$ cat src/rtl/truth_table_sequencer.sv
// Exhaustive truth-table sweeper for an N_IN-input, 1-output combinational block.
// Drives every input vector in ascending order, samples F after a settle time, and compares the result to a latched golden table.
module truth_table_sequencer #(
    parameter int unsigned N_IN   = 4,
    parameter int unsigned SETTLE = 2
) (
    input  logic                   clk,
    input  logic                   rst,
    input  logic                   start,
    input  logic [(2**N_IN)-1:0]   expected,
    output logic [N_IN-1:0]        vec_out,
    input  logic                   f_in,
    output logic                   busy,
    output logic                   done,
    output logic                   pass,
    output logic [(2**N_IN)-1:0]   table_out,
    output logic [N_IN:0]          mismatch_cnt,
    output logic [N_IN-1:0]        first_fail
);

    localparam int unsigned TW = 2**N_IN;
    localparam int unsigned MW = N_IN + 1;
    localparam int unsigned CW = (SETTLE > 0) ? $clog2(SETTLE + 1) : 1;
    localparam logic [N_IN-1:0] LAST_VEC = '1;

    typedef enum logic [1:0] {
        S_IDLE = 2'd0,
        S_RUN  = 2'd1,
        S_DONE = 2'd2
    } state_t;

    state_t          state_q;
    logic [N_IN-1:0] vec_q;
    logic [CW-1:0]   cnt_q;
    logic [TW-1:0]   exp_q;
    logic [TW-1:0]   table_q;
    logic [MW-1:0]   mm_q;
    logic [MW-1:0]   mm_d;
    logic [N_IN-1:0] ff_q;
    logic            busy_q;
    logic            done_q;
    logic            pass_q;

    logic sample_c;
    logic miss_c;

    // The hold ends on the edge where the settle counter has reached SETTLE.
    assign sample_c = (cnt_q == CW'(SETTLE));
    assign miss_c   = (f_in != exp_q[vec_q]);
    assign mm_d     = miss_c ? (mm_q + MW'(1)) : mm_q;

    always_ff @(posedge clk) begin
        if (rst) begin
            state_q <= S_IDLE;
            vec_q   <= '0;
            cnt_q   <= '0;
            exp_q   <= '0;
            table_q <= '0;
            mm_q    <= '0;
            ff_q    <= '0;
            busy_q  <= 1'b0;
            done_q  <= 1'b0;
            pass_q  <= 1'b0;
        end else begin
            done_q <= 1'b0;
            case (state_q)
                S_IDLE: begin
                    if (start) begin
                        exp_q   <= expected;
                        table_q <= '0;
                        mm_q    <= '0;
                        ff_q    <= '0;
                        pass_q  <= 1'b0;
                        vec_q   <= '0;
                        cnt_q   <= '0;
                        busy_q  <= 1'b1;
                        state_q <= S_RUN;
                    end
                end
                S_RUN: begin
                    if (!sample_c) begin
                        cnt_q <= cnt_q + CW'(1);
                    end else begin
                        table_q[vec_q] <= f_in;
                        mm_q           <= mm_d;
                        if (miss_c && (mm_q == '0)) begin
                            ff_q <= vec_q;
                        end
                        // Final vector: publish results so they are visible alongside done.
                        if (vec_q == LAST_VEC) begin
                            state_q <= S_DONE;
                            done_q  <= 1'b1;
                            busy_q  <= 1'b0;
                            pass_q  <= (mm_d == '0);
                        end else begin
                            vec_q <= vec_q + N_IN'(1);
                            cnt_q <= '0;
                        end
                    end
                end
                S_DONE: begin
                    state_q <= S_IDLE;
                end
                default: begin
                    state_q <= S_IDLE;
                end
            endcase
        end
    end

    assign vec_out      = vec_q;
    assign busy         = busy_q;
    assign done         = done_q;
    assign pass         = pass_q;
    assign table_out    = table_q;
    assign mismatch_cnt = mm_q;
    assign first_fail   = ff_q;

endmodule

$ cat config.mk
export PLATFORM = sky130hd
export DESIGN_NAME = truth_table_sequencer
export DESIGN_NICKNAME = d
export VERILOG_FILES = /design/src/rtl/truth_table_sequencer.sv
export SDC_FILE = /design/constraint.sdc
export NUM_CORES = 1
export LEC_CHECK = 0
export CAP_MARGIN = 20
export CELL_PAD_IN_SITES_DETAIL_PLACEMENT = 0
export CELL_PAD_IN_SITES_GLOBAL_PLACEMENT = 1
export CORE_AREA = 3 3 74 104
export DETAILED_ROUTE_END_ITERATION = 10
export DIE_AREA = 0 0 77 107
export PLACE_DENSITY_LB_ADDON = 0.1
export SLEW_MARGIN = 20
export SYNTH_ARGS = -nofsm -noshare
export SYNTH_HDL_FRONTEND = slang
export SYNTH_SLANG_ARGS = --single-unit
$ cat constraint.sdc
create_clock -name clk -period 3.09 [get_ports clk]
set_input_delay 0.4635 -clock clk [delete_from_list [all_inputs] [get_ports clk]]
set_output_delay 0.4635 -clock clk [all_outputs]
set_load 0.01 [all_outputs]
==> summary.md <==
| Metric | Value |
|---|---|
| Clock sinks | `52` |
| Initial antenna violation count | `0` |
| Gpl congestion | `0.789` |
| Met3 usage | `2.86%` |
| Reg-to-Reg End | `pass$_SDFFE_PP0P_` |
| Slew Viols, Final | `0` |
| Die ar. | `0.00824 sq mm` |
| Critical-path maximum fanout | `16` |
| Predominant post-synthesis flop cell | `dfxtp_1` |
| TritonRoute pass-1 iters | `4` |
| CTS tree | `yes` |
| Post-synth EDFFs | `0` |
| Gr busiest metal | `met2` |
| Core Rows | `36` |
| Status | `complete, no violations` |
| Post-synth net total | `343` |
| Final Hold Viols | `0` |
| Design Area, Final | `0.00326 sq mm` |
| Layout cell share with drive strength beyond 1 | `7.00%` |
| Setup TNS | `0 ns` |
| Worst slew pin tran | `0.719 ns` |
| Reg2reg start | `vec_out[2]$_SDFFE_PP0P_` |
| Critical path endpoint | `pass$_SDFFE_PP0P_` |
| Critical Path Sink Type | `flop` |
| Mapped cell area | `0.00258 sq mm` |
| RSZ-0062 raised after global routing | `no` |
| Slowest Stage Delay on Critical Path | `0.79 ns` |
| Worst Hold Launch | `exp_q[13]$_SDFFE_PP0P_` |
| CTS Root Cell | `clkbuf_8` |
| Synth Warn # | `0` |
| Wire length per cell | `14.7 microns` |
| GR Layer Usage met2 | `30.7%` |
| H-Tree Depth | `2` |
| VDD IR-drop max | `0.292 mV` |
| DP HPWL | `4.73 mm` |
| Area Growth Syn to Fin | `26.3%` |
| WP data arrival | `2.90 ns` |
| Routed via count | `2,317` |
| Congestion Overflow GR | `0` |
| Kind of critical path | `reg2reg` |
| N_diodes | `0` |
| Gr usage total | `16.7%` |
| Hold Crit Class | `reg2reg` |
| Remaining routing DRC violations | `0` |
| Via density | `5.13` |
| Min cycle time layout | `2.66 ns` |
| CP Cell Sequence | `and2_1 > nand2_1 > nor4_1 > nand4b_1 > mux2_1 > o21ai_1` |
| Maxcap violations | `0` |
| Startpoint types | `flop` |
| Worst EP required | `3.33 ns` |
| PostCTS Resize Cnt | `0` |
| Crit path from | `vec_out[2]$_SDFFE_PP0P_` |
| Syn avg cell area | `8.14 sq um` |
| Clk_lat worst skew | `0.30 ns` |
| Worst R2R Setup Slack | `0.43 ns` |
| Io pins | `52` |
| Final worst-path cycle share | `86.0%` |
| Ys async rst share | `0%` |
| Final Setup Violations | `0` |
| Static Leak | `1.08 nW` |
| Die Wd | `77 microns` |
| Layout Nets | `382` |
| Crit-path slowest cell | `dfxtp_1` |
| Syn Inst Count | `317` |
| Starting Density | `37.5%` |
| DRT antenna net count | `0` |
| Met1 GRT Util | `19.0%` |
| Most area-consuming cells after synthesis | `dfxtp_1 40%, nand2_1 8.0%, a21oi_1 7.6%, a21boi_0 4.4%, o21ai_0 4.1%` |
| Core Area | `0.00689 sq mm` |
| Vias in the first global route | `2,266` |
| DRT Wirelength | `6.65 mm` |
| Largest net degree at the start of global routing | `33` |
| Num CTS Buffers | `5` |
| Worst clock skew | `0.00697 ns` |
| Relative slew slack | `51.9%` |
| Highest clock rate | `376 MHz` |
| Distinct cells, synth | `46` |
| Post-synthesis sequential area ratio | `40.3%` |
| Placed cell area | `0.00315 sq mm` |
| Die Y-Extent | `107 microns` |
| DR iter-0 viols | `122` |
| Power Density | `400 mW/mm^2` |
| Buffers on Ports | `51` |
| First-pass GRT wire length | `11.1 mm` |
| Longest Clk Path Bufs | `2` |
| Synth top area share | `40.3%` |
| Clock transition at path regs | `0.09 ns` |
| Reg2Reg Depth | `6` |
| Post-CTS Setup Inserts | `0` |
| Count of state elements after synthesis | `52` |
| Top cell type by total area after synthesis | `dfxtp_1` |
| Post-CTS Hold Fix Bufs | `0` |
## per-stage QoR
stage / cells / worst slack (ns) / utilization [%] / power, mW / hold WS, ns
floorplan: 317 / 0.832 / - / 0.797 / 0.436
global placement: 444 / 0.455 / 45.8 / 0.857 / 0.448
finish: 452 / 0.433 / 47.3 / 1.30 / 0.461
CTS: 452 / 0.406 / 47.3 / 1.33 / 0.461
detailed placement: 444 / 0.431 / 45.8 / 0.857 / 0.447
global route: 452 / 0.122 / 47.3 / 1.37 / 0.478
## layer usage
metal	part of all wire [%]	wire, microns
met1	43	2870
met2	51	3370
met3	3.6	241
met4	2.6	171
met5	0	0
## placed cells by master, fill, tap and decap left out, types with 2 or more instances in the layout
cell type        synthesis  routed
clkbuf_8                 0       5
inv_1                    5       5
a21boi_0                15      15
o21bai_1                 2       2
nor3b_1                  2       2
dfxtp_1                 52      52
nand3_1                  4       4
nor2b_1                  2       2
mux4_2                   2       2
and3_1                   3       3
a211oi_1                 2       2
o211ai_1                 2       2
nor2_1                  16      16
buf_4                    0       6
nor4_1                   3       3
clkdlybuf4s50_1          0      50
a22oi_1                  5       5
nand4_1                  7       7
xnor2_1                  2       2
nor3_1                   9       8
xor2_1                   2       2
and2_1                   2       2
a21oi_1                 39      39
mux2_2                   2       2
ha_1                     6       6
nand2b_1                 4       4
a32o_1                   2       2
mux2i_1                  9       9
nand2_1                 55      55
a31oi_1                  2       2
o21ai_0                 21      21
## synthesized netlist by cell type, drive strengths merged, types with 3 or more instances
cell type  instances
a22oi              5
ha                 6
o21ai             22
mux2               3
nor4               3
nand2             55
nand3              4
mux2i             10
nor3               9
nand4              7
and3               3
clkbuf            23
a21oi             39
dfxtp             52
a21boi            15
nand2b             4
nor2              17
inv                5
buf                3
## how the worst min path moves through the flow
| stage | slack [ns] | cells after the start | end |
|---|---|---|---|
| 2_1_floorplan | 0.44 | 2 | exp_q[0]$_SDFFE_PP0P_ |
| 6_report | 0.46 | 2 | exp_q[13]$_SDFFE_PP0P_ |
| 3_3_place_gp | 0.45 | 2 | exp_q[6]$_SDFFE_PP0P_ |
| 4_1_cts | 0.46 | 2 | exp_q[6]$_SDFFE_PP0P_ |
| 5_1_grt | 0.48 | 2 | exp_q[6]$_SDFFE_PP0P_ |
| 3_5_place_dp | 0.45 | 2 | exp_q[6]$_SDFFE_PP0P_ |
## report_power, final
group / total, mW / switching [mW] / internal, mW
Combinational: 0.142 / 0.0771 / 0.0647
Sequential: 0.698 / 0.0121 / 0.686
Clock: 0.464 / 0.223 / 0.241
## state kept, by name, summed over array words and instances (netlist names), 2 cells and up
name          flops
table_out        16
exp_q            16
cnt_q             2
vec_out           4
state_q           2
mismatch_cnt      5
first_fail        4
## cell type report
class                   instances  area, sq um
fillers                       685         3630
multi-input cells             234         1400
flip-flops and latches         52         1040
repair buffers                 58          571
well taps                      95          119
clock buffers                   6         72.6
clock inverters                 2         35.0
inverters                       5         18.8
## kinds of logic after synthesis
family / after synthesis / synth area share, %
adders and majority gates: 6 / 2.91
buffers and inverters: 31 / 5.48
AOI/OAI and AO/OA: 93 / 21.3
and+or+nand+nor: 116 / 21.2
DFF: 52 / 40.3
muxes: 15 / 7.42
xor gates and xnor gates: 4 / 1.36
## critical path: cells and delay by family, from the launching register on
kind | cells | cell delay, ns
AO/OA/AOI/OAI | 1 | 0.10
flip-flops | 1 | 0.79
multiplexers | 1 | 0.33
AND/OR/NAND/NOR | 4 | 1.36
Power figures use the tool's default switching activity.
==> variant: new RTL, same settings <==
The 3 states of `state_t` get a one-hot encoding in 3 bits.
--- a/src/rtl/truth_table_sequencer.sv
+++ b/src/rtl/truth_table_sequencer.sv
@@ -23,10 +23,10 @@
     localparam int unsigned CW = (SETTLE > 0) ? $clog2(SETTLE + 1) : 1;
     localparam logic [N_IN-1:0] LAST_VEC = '1;
 
-    typedef enum logic [1:0] {
-        S_IDLE = 2'd0,
-        S_RUN  = 2'd1,
-        S_DONE = 2'd2
+    typedef enum logic [2:0] {
+        S_IDLE = 3'b001,
+        S_RUN  = 3'b010,
+        S_DONE = 3'b100
     } state_t;
 
     state_t          state_q;
Behaviour: no difference found for any inputs over 10 cycles, from zero or initial values and one cycle with rst high; not proved beyond that.
==> variant against the original RTL <==
Worst setup slack got worse by 170 ps; sequential cell count up 1; sequential power up 2%; synthesized area fell by 3.6%; power down 7.9%; count of clock-buffer cells in the layout down 1; routed wire length fell by 5.4%; final area shrank 3.8%; clock skew about the same; core utilization is 1.8 points lower; critical endpoint is now mismatch_cnt[4].
==> variant: results (changes against the original RTL) <==
- Skew final: 7.30 ps (+0.327 ps)
- Number of DRC markers in iteration 0: 105 (-14%)
- DP HPWL: 4.51 mm (-4.7%)
- Post-Place Worst Slack: 275 ps (-156 ps)
- Net count of the mapped netlist: 323 (-5.8%)
- Top post-synthesis cells by area: dfxtp_1, a21oi_1, nand2_1, mux4_2, o21ai_1
- CP max stage delay: 660 ps (-130 ps)
- Sequential fraction of the synthesis area: 42.7% (+2.3 points)
- Slew of the pin with the lowest slew margin: 721 ps (+2.15 ps)
- Global-route wire length before repair: 10.3 mm (-7.4%)
- # fillers: 720 (+5.1%)
- Worst hold slack: 461 ps (-0.704 ps)
- Status: finished, final reports clean
- Total iterations of the first detailed-routing run: 5 (+1)
- Cell count after synthesis: 297 (-6.3%)
- WL met1: 2.72 mm (-5.0%)
- WL/cell: 14.5 um (-1.3%)
- Commonest cells post-synth: dfxtp_1, a21oi_1, nand2_1, clkbuf_1, o21ai_1
- DR vias/cell: 5.19 (+1.2%)
- Antenna Cells: 0 (unchanged)
- Vias in the first global route: 2062 (-9.0%)
- Fraction of layout instances using a drive strength above 1: 7.40% (+0.39 points)
- Synth cell types: 44 (-4.3%)
- Critical Path AT: 3070 ps (+170 ps)
- DP Area: 0.00306 mm2 (-2.9%)
- Met2 GRT Util: 28.4% (-2.3 points)
- Layout Cells excl Fill: 433 (-4.2%)
- Metal3 WL: 215 um (-11%)
- Final nets: 365 (-4.5%)
- Final WS setup: 258 ps (-175 ps)
- Critical path fanouts, max: 13 (-3)
- Leak: 1.05 nW (-2.9%)
- CP top delay family: multiplexers
- Met3 Use GR: 2.61% (-0.25 points)
- Met2 WL: 3.28 mm (-2.8%)
- Largest net degree at the start of global routing: 40 (+21%)
- Initial core utilization: 36.1% (-1.4 points)
- Met1 Track Usage GR: 18.4% (-0.61 points)
- GRT Total Usage: 15.4% (-1.2 points)
- Max VDD drop: 0.262 mV (-10%)
==> variant: changes by cell type in the layout (fill, tap and decap cells not counted), moves of 4 or more <==
cell,before,now
mux2i_1,9,1
a22oi_1,5,0
o21ai_1,1,16
o21ai_0,21,0
nor2_1,16,12
nand2_1,55,47
a21boi_0,15,0
nand3_1,4,10
a31oi_1,2,6
a21oi_1,39,50
==> variant: kinds of logic after synthesis <==
kind of cell | count (synthesis) | share of synthesized area, %
adder cells (fa/ha/maj) | 6 | 3.02
buffers and inverters | 27 | 4.53
XOR/XNOR | 4 | 1.71
AND/OR/NAND/NOR | 111 | 21.9
AO/OA/AOI/OAI | 90 | 21.3
flip-flops | 53 | 42.7
multiplexers | 6 | 4.93
==> variant: cell type report <==
| cell class | count | area (um2) | share of cell area [%] |
|---|---|---|---|
| repair buffers | 57 | 551 | 17.6 |
| inverters | 5 | 18.8 | 0.598 |
| well taps | 95 | 119 | 3.79 |
| clock buffers | 5 | 68.8 | 2.19 |
| clock inverters | 1 | 5.00 | 0.160 |
| multi-input cells | 217 | 1310 | 41.9 |
| flip-flops and latches | 53 | 1060 | 33.8 |
==> variant: worst reg2reg max path: cells and delay by family, from the launching register on <==
family	cells	cell delay, ps
compound gates	1	160
xor+xnor	1	290
flops	1	660
mux	2	1110
simple gates	1	540
==> variant: final timing paths <==
| kind | start | to | cells after the start |
|---|---|---|---|
| setup / recovery | vec_out[0] | mismatch_cnt[4] | 5 |
| hold / removal | exp_q[6] | exp_q[6] | 2 |
| setup reg to reg | vec_out[0] | mismatch_cnt[4] | 5 |
| hold reg to reg | exp_q[6] | exp_q[6] | 2 |
==> variant: report_power, final <==
part           switching, mW  internal, mW  total, mW
Clock                  0.218         0.150      0.368
Sequential            0.0110         0.700      0.711
Combinational         0.0674        0.0544      0.122
